**src/rtl/ring_count_decoder_pkg.sv**
```systemverilog
// Shared constants, state type and word helpers for the ring counter receiver.
// Helpers work on zero-extended words up to RING_MAXW bits wide.
package ring_pkg;

    localparam int RING_WIDTH = 8;
    localparam int RING_IDXW  = 3;
    localparam int RING_LAPW  = 8;
    localparam int RING_MAXW  = 64;

    typedef enum logic {
        UNLOCKED = 1'b0,
        LOCKED   = 1'b1
    } ring_state_e;

    function automatic logic is_onehot(input logic [RING_MAXW-1:0] word);
        return (word != {RING_MAXW{1'b0}}) &&
               ((word & (word - RING_MAXW'(1))) == {RING_MAXW{1'b0}});
    endfunction

    // Rotate left by one within the low 'width' bits; the top bit wraps to bit 0.
    function automatic logic [RING_MAXW-1:0] rotl1(input logic [RING_MAXW-1:0] word,
                                                   input int width);
        logic [RING_MAXW-1:0] mask;
        mask = {RING_MAXW{1'b1}} >> (RING_MAXW - width);
        return ((word << 1) | (word >> (width - 1))) & mask;
    endfunction

endpackage

```
**src/rtl/ring_count_decoder_enc.sv**
```systemverilog
// Combinational one-hot to binary encoder with a legality flag.
// The index ORs all set positions, so it is only meaningful when legal_o is high.
module onehot_index_enc
    import ring_pkg::*;
#(
    parameter int WIDTH = RING_WIDTH,
    parameter int IDXW  = RING_IDXW
) (
    input  logic [WIDTH-1:0] word_i,
    output logic [IDXW-1:0]  idx_o,
    output logic             legal_o
);

    logic [IDXW-1:0] acc_s;

    // OR together the positions of every set bit
    always_comb begin
        acc_s = {IDXW{1'b0}};
        for (int i = 0; i < WIDTH; i++) begin
            if (word_i[i]) begin
                acc_s = acc_s | IDXW'(i);
            end else begin
                acc_s = acc_s;
            end
        end
    end

    assign idx_o   = acc_s;
    assign legal_o = is_onehot(RING_MAXW'(word_i));

endmodule

```
**src/rtl/ring_count_decoder.sv**
```systemverilog
// Receiver/checker for a rotating one-hot ring word: tracks the sequence,
// decodes the position, counts completed laps and flags sequence errors.
module ring_count_decoder
    import ring_pkg::*;
#(
    parameter int WIDTH = RING_WIDTH,
    parameter int IDXW  = RING_IDXW,
    parameter int LAPW  = RING_LAPW
) (
    input  logic             clk,
    input  logic             reset,
    input  logic [WIDTH-1:0] ring_in,
    input  logic             ring_valid,
    input  logic             ring_clr,
    input  logic             err_clr,
    output logic [IDXW-1:0]  idx,
    output logic             idx_valid,
    output logic             locked,
    output logic             err,
    output logic             err_sticky,
    output logic [LAPW-1:0]  lap_count,
    output logic             lap_pulse
);

    ring_state_e      state_q, state_d;
    logic [WIDTH-1:0] prev_q, prev_d;
    logic [IDXW-1:0]  idx_q, idx_d;
    logic             locked_q, locked_d;
    logic             err_q, err_d;
    logic             sticky_q, sticky_d;
    logic [LAPW-1:0]  lap_q, lap_d;
    logic             pulse_q, pulse_d;

    logic [IDXW-1:0]  enc_idx_s;
    logic             enc_legal_s;
    logic [WIDTH-1:0] expected_s;
    logic             match_s;

    onehot_index_enc #(
        .WIDTH (WIDTH),
        .IDXW  (IDXW)
    ) u_enc (
        .word_i  (ring_in),
        .idx_o   (enc_idx_s),
        .legal_o (enc_legal_s)
    );

    // prev_q is always one-hot while LOCKED, so a match implies a legal word
    assign expected_s = WIDTH'(rotl1(RING_MAXW'(prev_q), WIDTH));
    assign match_s    = (ring_in == expected_s);

    // State register
    always_ff @(posedge clk) begin
        if (reset) begin
            state_q <= UNLOCKED;
        end else begin
            state_q <= state_d;
        end
    end

    // Next-state logic
    always_comb begin
        state_d = state_q;
        if (ring_clr) begin
            state_d = UNLOCKED;
        end else if (ring_valid) begin
            case (state_q)
                UNLOCKED: state_d = enc_legal_s ? LOCKED : UNLOCKED;
                LOCKED:   state_d = match_s ? LOCKED : UNLOCKED;
                default:  state_d = UNLOCKED;
            endcase
        end else begin
            state_d = state_q;
        end
    end

    // Next values for the registered outputs and tracking word
    always_comb begin
        prev_d   = prev_q;
        idx_d    = idx_q;
        locked_d = locked_q;
        err_d    = 1'b0;
        sticky_d = err_clr ? 1'b0 : sticky_q;
        lap_d    = lap_q;
        pulse_d  = 1'b0;
        if (ring_clr) begin
            locked_d = 1'b0;
            lap_d    = {LAPW{1'b0}};
        end else if (ring_valid) begin
            case (state_q)
                UNLOCKED: begin
                    if (enc_legal_s) begin
                        prev_d   = ring_in;
                        idx_d    = enc_idx_s;
                        locked_d = 1'b1;
                    end else begin
                        err_d    = 1'b1;
                        sticky_d = 1'b1;
                    end
                end
                LOCKED: begin
                    if (match_s) begin
                        prev_d = ring_in;
                        idx_d  = enc_idx_s;
                        if (prev_q[WIDTH-1]) begin
                            lap_d   = lap_q + LAPW'(1);
                            pulse_d = 1'b1;
                        end else begin
                            lap_d = lap_q;
                        end
                    end else begin
                        err_d    = 1'b1;
                        sticky_d = 1'b1;
                        locked_d = 1'b0;
                    end
                end
                default: begin
                    locked_d = 1'b0;
                end
            endcase
        end else begin
            locked_d = locked_q;
        end
    end

    // Output and datapath registers
    always_ff @(posedge clk) begin
        if (reset) begin
            prev_q   <= {WIDTH{1'b0}};
            idx_q    <= {IDXW{1'b0}};
            locked_q <= 1'b0;
            err_q    <= 1'b0;
            sticky_q <= 1'b0;
            lap_q    <= {LAPW{1'b0}};
            pulse_q  <= 1'b0;
        end else begin
            prev_q   <= prev_d;
            idx_q    <= idx_d;
            locked_q <= locked_d;
            err_q    <= err_d;
            sticky_q <= sticky_d;
            lap_q    <= lap_d;
            pulse_q  <= pulse_d;
        end
    end

    assign idx        = idx_q;
    assign idx_valid  = locked_q;
    assign locked     = locked_q;
    assign err        = err_q;
    assign err_sticky = sticky_q;
    assign lap_count  = lap_q;
    assign lap_pulse  = pulse_q;

endmodule

```
**config.mk**
```make
export PLATFORM = sky130hd
export DESIGN_NAME = ring_count_decoder
export DESIGN_NICKNAME = d
export VERILOG_FILES = /design/src/rtl/ring_count_decoder_pkg.sv /design/src/rtl/ring_count_decoder_enc.sv /design/src/rtl/ring_count_decoder.sv
export SDC_FILE = /design/constraint.sdc
export NUM_CORES = 1
export LEC_CHECK = 0
export ABC_AREA = 1
export CAP_MARGIN = 20
export CORE_ASPECT_RATIO = 2
export CORE_MARGIN = 4
export CORE_UTILIZATION = 55
export DETAILED_ROUTE_END_ITERATION = 10
export GPL_TIMING_DRIVEN = 0
export PLACE_DENSITY_LB_ADDON = 0.1
export REMOVE_ABC_BUFFERS = 1
export SLEW_MARGIN = 0
export SYNTH_ARGS = -nofsm -noshare
export SYNTH_HDL_FRONTEND = slang
export SYNTH_HIERARCHICAL = 1
export SYNTH_SLANG_ARGS = --single-unit
```
**constraint.sdc**
```tcl
create_clock -name clk -period 2.5 [get_ports clk]
set_input_delay 0.75 -clock clk [delete_from_list [all_inputs] [get_ports clk]]
set_output_delay 0.75 -clock clk [all_outputs]
set_load 0.03 [all_outputs]
```
==> flow_metrics.tcl, run 1 <==
set metrics [dict create \
    wl_per_cell_um 12.2 \
    die_h_um 82.9 \
    synth-seq-cells 24 \
    finalCritPeriodShare 0.946 \
    dieArea_sq_mm 0.00377 \
    path_max_fanout 11 \
    synthCells 252 \
    min_period_ns 2.36 \
    ys.flop_type "dfxtp_1" \
    ir_worst_vdd_mv 0.373 \
    power_mw 0.768 \
    hold_viol 0 \
    setup_ws_ns 0.136 \
    drtIter0Drc 41 \
    nFillCells 258 \
    cts-root-buf "clkbuf_8" \
    setup_viol 0 \
    relSlewSlack 0.490 \
    io_buffer_count 28 \
    yosysSeqAreaShare 0.311 \
    yosys_warnings 6 \
    slowest_stage "clkdlybuf4s50_1" \
    hpwlAfterDp_mm 2.75 \
    cp-start-kind "primary input" \
    fin_nets 294 \
    synth_area_sq_mm 0.00154 \
    dr.pass1.iters 4 \
    synth-edff-count 0 \
    powerDensity_mw_per_mm2 402 \
    worst_setup_path_end_kind "flop" \
    overflow 0 \
    clock_path_buffers 2 \
    finClkSkew_ns 0.00283 \
    antenna_cells 0 \
    cap_violations 0 \
    max_freq_mhz 423 \
    grt_pass1_vias 1540 \
    syn_to_final_growth_pct 23.8 \
    required_ns 2.67 \
    numCtsBuffers 3 \
    drive_gt1_frac 0.0860 \
    seq_area_sq_um 480 \
    fin_setup_tns_ns 0 \
    final_common_cell "nand2_1" \
    worst_path_largest_cell_delay_ns 0.49 \
    ant_nets 0 \
    initial_utilization 0.564 \
    clock_latency_ns 0.28 \
    critPathArrivalTime_ns 2.54 \
    cts.sinks 24 \
    num_rows 27 \
    path_clk_slew_ns 0.09 \
    final_cell_mix "76 x nand2_1, 36 x inv_1, 35 x nor2_1" \
    antenna_found_initial 0 \
    vias_per_cell 5.13 \
    final_max_slew_viol_count 0 \
    cts_tree "done" \
    drt_wl_total_mm 3.76 \
    critPathKind "primary input to flop" \
    h-tree-depth 1 \
    hp-class "flop to flop" \
    post-route-cell-area_sq_mm 0.00191 \
    cp_cell_sequence "clkdlybuf4s50_1, nor2_2, nand2_2, nor2_1, nor2_1, nor2_1, nor2_2, nand2_1, inv_1, o21bai_4, a21oi_1, nor2_1" \
    drc 0 \
    die_x_um 45.5 \
    cpMostUsedCell "nor2_1" \
    vias 1581 \
    total_leakage_power_nw 0.889 \
    grt_usage 0.210 \
    ys_types 28 \
    gp_congestion 0.925 \
    worst_pin_slew_ns 0.763 \
    core_sq_mm 0.00274 \
    dp_slack_ns -0.235 \
    grt_max_degree 23 \
    grt_pass1_wl_mm 6.09 \
    multi_input_area_sq_um 886 \
    async_reset_ff_frac 0 \
    io-pin-count 29 \
    syn_avg_cell_area_sq_um 6.12 \
    placed_cell_area_sq_mm 0.00181 \
    run_status "finished, final reports clean" \
]
-- what timing repair did --
| item | CTS | global route |
|---|---|---|
| hold buffers | 0 | 0 |
| gates resized for setup | 0 | 7 |
| setup buffers | 0 | 1 |
| endpoints found under the setup margin | 0 | 11 |
-- critical path: cells and delay by family --
| kind | cells | cell delay [ns] |
|---|---|---|
| AOI/OAI and AO/OA | 2 | 0.42 |
| and+or+nand+nor | 8 | 0.80 |
| buffers and inverters | 2 | 0.57 |
-- through the flow --
step	utilization	hold slack [ns]	instances
5_1_grt	0.698	0.526	308
2_1_floorplan	-	0.474	244
4_1_cts	0.683	0.491	306
3_5_place_dp	0.663	0.478	302
6_report	0.698	0.488	308
3_3_place_gp	0.658	0.465	301
-- synthesized netlist by cell type, types with 2 or more instances --
| cell type | instances | area (sq um) |
|---|---|---|
| a21oi_1 | 19 | 95.1 |
| buf_6 | 2 | 22.5 |
| clkbuf_4 | 2 | 15.0 |
| dfxtp_1 | 24 | 480 |
| inv_1 | 36 | 135 |
| inv_2 | 2 | 7.51 |
| nand2_1 | 76 | 285 |
| nand2_2 | 4 | 25.0 |
| nand3_1 | 18 | 90.1 |
| nand3_2 | 2 | 20.0 |
| nand3b_1 | 4 | 30.0 |
| nand4_1 | 7 | 43.8 |
| nor2_1 | 37 | 139 |
| nor2_2 | 3 | 18.8 |
| xor2_1 | 3 | 26.3 |
-- per-layer routing --
metal | GRT usage | share of wire | vias to the layer above
met2 | 0.386 | 0.57 | 26
li1 | - | - | 837
met5 | 0 | 0 | -
met3 | 0.0260 | 0.022 | 9
met1 | 0.207 | 0.38 | 709
met4 | 0.107 | 0.027 | 0
-- power by group --
group,total (mW),switching (mW),internal [mW]
sequential,0.387,0.00219,0.385
clock,0.274,0.132,0.141
combinational,0.108,0.0657,0.0421
total,0.768,0.200,0.568
-- layout make-up --
class / instances / area share
Sequential cell: 24 / 0.252
Timing Repair Buffer: 30 / 0.162
Multi-Input combinational cell: 183 / 0.464
Clock buffer: 4 / 0.0288
Inverter: 38 / 0.0747
Tap cell: 29 / 0.0190
-- path summary, 6_finish.rpt --
path                                 start  slack [ns]   endpoint  cells past startpoint
worst min-delay path             idx_valid        0.49  idx_valid                      2
worst max register to register   prev_q[7]        0.75  prev_q[7]                      9
worst max-delay path            ring_in[1]        0.14  prev_q[4]                     12
worst min register to register   idx_valid        0.49  idx_valid                      2
-- state kept, by name, indices dropped and copies added, names as in the netlist --
name and count:
lap_count 8, idx 3, state_q 1, err_sticky 1
idx_valid 1, err 1, lap_pulse 1, prev_q 8
-- kinds of logic (layout without fill, tap and decap cells) --
family,count (synthesis),count (layout),share of synthesized area
compound gates,23,24,0.0884
xor+xnor,4,4,0.0227
fa+ha+maj,1,1,0.00811
buf+inv,46,72,0.130
flops,24,24,0.311
simple gates,154,154,0.440
No activity file was read; power rests on OpenSTA's default activity.
==> run 2: changes to the inputs <==
==> constraint.sdc (replaced) <==
create_clock -name clk -period 2.8 [get_ports clk]
set_input_delay 0.84 -clock clk [delete_from_list [all_inputs] [get_ports clk]]
set_output_delay 0.84 -clock clk [all_outputs]
set_load 0.03 [all_outputs]
==> flow_metrics.tcl, run 2 (synthesized netlist as in run 1, its figures left out) <==
set metrics [dict create \
    min_from "idx_valid" \
    r2r_end "idx[0]" \
    cp_cell_sequence "clkdlybuf4s50_1, nor2_2, nand2_2, nor3_2, nor2_1, nor2_1, nand2_1, inv_1, o21bai_4, nand3_1, nand2_1, nor2_1" \
    core_sq_mm 0.00274 \
    grt_pass1_wl_mm 6.09 \
    cpMostUsedCell "nor2_1" \
    worst_setup_path_end_kind "flop" \
    clock_latency_ns 0.27 \
    overflow 0 \
    grt_usage 0.210 \
    final_common_cell "nand2_1" \
    io_buffer_count 28 \
    drc 0 \
    critPathKind "primary input to flop" \
    cp-start-kind "primary input" \
    setup_viol 0 \
    r2r_setup_slack_ns 0.94 \
    antenna_found_initial 0 \
    hold_viol 0 \
    min_period_ns 2.56 \
    dieArea_sq_mm 0.00377 \
    min_path_cells 2 \
    hp-class "flop to flop" \
    drt_wl_total_mm 3.54 \
    wl_per_cell_um 11.6 \
    drtIter0Drc 24 \
    post_cts_buffers 0 \
    vias_per_cell 5.10 \
    required_ns 2.97 \
    numCtsBuffers 3 \
    cts.sinks 24 \
    whs_ns 0.488 \
    powerDensity_mw_per_mm2 364 \
    cap_violations 0 \
    cts_tree "done" \
    whs_endpoint "idx_valid" \
    path_max_fanout 22 \
    critical_path_buf_inv_count 2 \
    initial_utilization 0.564 \
    r2r_start "prev_q[7]" \
    critPathArrivalTime_ns 2.73 \
    path_delay_family "simple AND/OR/NAND/NOR gates" \
    die_x_um 45.5 \
    final_max_slew_viol_count 0 \
    fin_nets 292 \
    fin_setup_tns_ns 0 \
    syn_to_final_growth_pct 21.1 \
    num_rows 27 \
    worst_pin_slew_ns 0.744 \
    gp_congestion 0.925 \
    setup_ws_ns 0.241 \
    slowest_stage "clkdlybuf4s50_1" \
    grt_max_degree 23 \
    placed_cell_area_sq_mm 0.00181 \
    finalCritPeriodShare 0.914 \
    grt_pass1_vias 1540 \
    worst_path_largest_cell_delay_ns 0.51 \
    drive_gt1_frac 0.0722 \
    max_freq_mhz 391 \
    rsz0062_at_grt "no" \
    antenna_cells 0 \
    io-pin-count 29 \
    cts-root-buf "clkbuf_8" \
    cts_resized 0 \
    cp.depth 12 \
    path_clk_slew_ns 0.09 \
    nFillCells 267 \
    ff2ff_path_depth 9 \
    dr.pass1.iters 4 \
    cts_hold_buf 0 \
    multi_input_area_sq_um 862 \
    final_cell_mix "76 x nand2_1, 37 x nor2_1, 36 x inv_1" \
    clock_path_buffers 2 \
    power_mw 0.681 \
    vias 1561 \
    relSlewSlack 0.502 \
    dp_slack_ns -0.0249 \
    run_status "finished, final reports clean" \
    finClkSkew_ns 0.00421 \
    post-route-cell-area_sq_mm 0.00187 \
    ir_worst_vdd_mv 0.333 \
    seq_area_sq_um 480 \
    h-tree-depth 1 \
    die_h_um 82.9 \
    total_leakage_power_nw 0.842 \
    ant_nets 0 \
    hpwlAfterDp_mm 2.75 \
]
==> run 2: changes by cell type in the layout (fill, tap and decap cells not counted) <==
cell             previous run  this run
nor2_2                      5         3
dlymetal6s2s_1              4         0
o21bai_4                    2         1
buf_4                       1         0
nor2_1                     35        37
clkdlybuf4s50_1            24        28
==> run 2: metrics by stage <==
| step | instances | utilization |
|---|---|---|
| 6_report | 306 | 0.683 |
| 5_1_grt | 306 | 0.683 |
| 4_1_cts | 306 | 0.683 |
| 3_5_place_dp | 302 | 0.663 |
| 3_3_place_gp | 301 | 0.658 |
| 2_1_floorplan | 244 | - |
==> run 2: report_power, final <==
part | switching, mW | internal (mW) | leakage [nW]
clock | 0.116 | 0.126 | 0.0288
combinational | 0.0565 | 0.0369 | 0.619
sequential | 0.00196 | 0.344 | 0.194
total | 0.174 | 0.507 | 0.842
==> run 2: layout make-up <==
class,instances,area share
multi-input cells,182,0.461
well taps,29,0.0194
repair buffers,29,0.156
flip-flops and latches,24,0.257
inverters,38,0.0764
clock buffers,4,0.0295
==> run 2: worst reg2reg max path, stage by stage, from the launching register on <==
cell,delay [ns]
dfxtp_1,0.61
inv_1,0.08
nand2_1,0.09
nand2_1,0.07
nor2_2,0.11
nand3_2,0.10
o21bai_4,0.44
nand3_1,0.15
nand2_1,0.09
nor2_1,0.04
==> run 2: worst max path at each step <==
stage,slack (ns),startpoint,end
2_1_floorplan,0.79,ring_in[4],idx[0]
3_3_place_gp,-0.18,ring_valid,idx[1]
3_5_place_dp,-0.02,ring_in[4],idx[0]
4_1_cts,0.27,ring_in[4],idx[0]
5_1_grt,0.03,ring_in[4],prev_q[3]
6_report,0.24,ring_in[4],idx[0]
==> run 2: routing by layer <==
layer	vias to the layer above	share of wire	GRT usage
li1	832	-	-
met1	690	0.38	0.207
met2	28	0.57	0.386
met3	11	0.024	0.0260
met4	0	0.032	0.107
met5	-	0	0
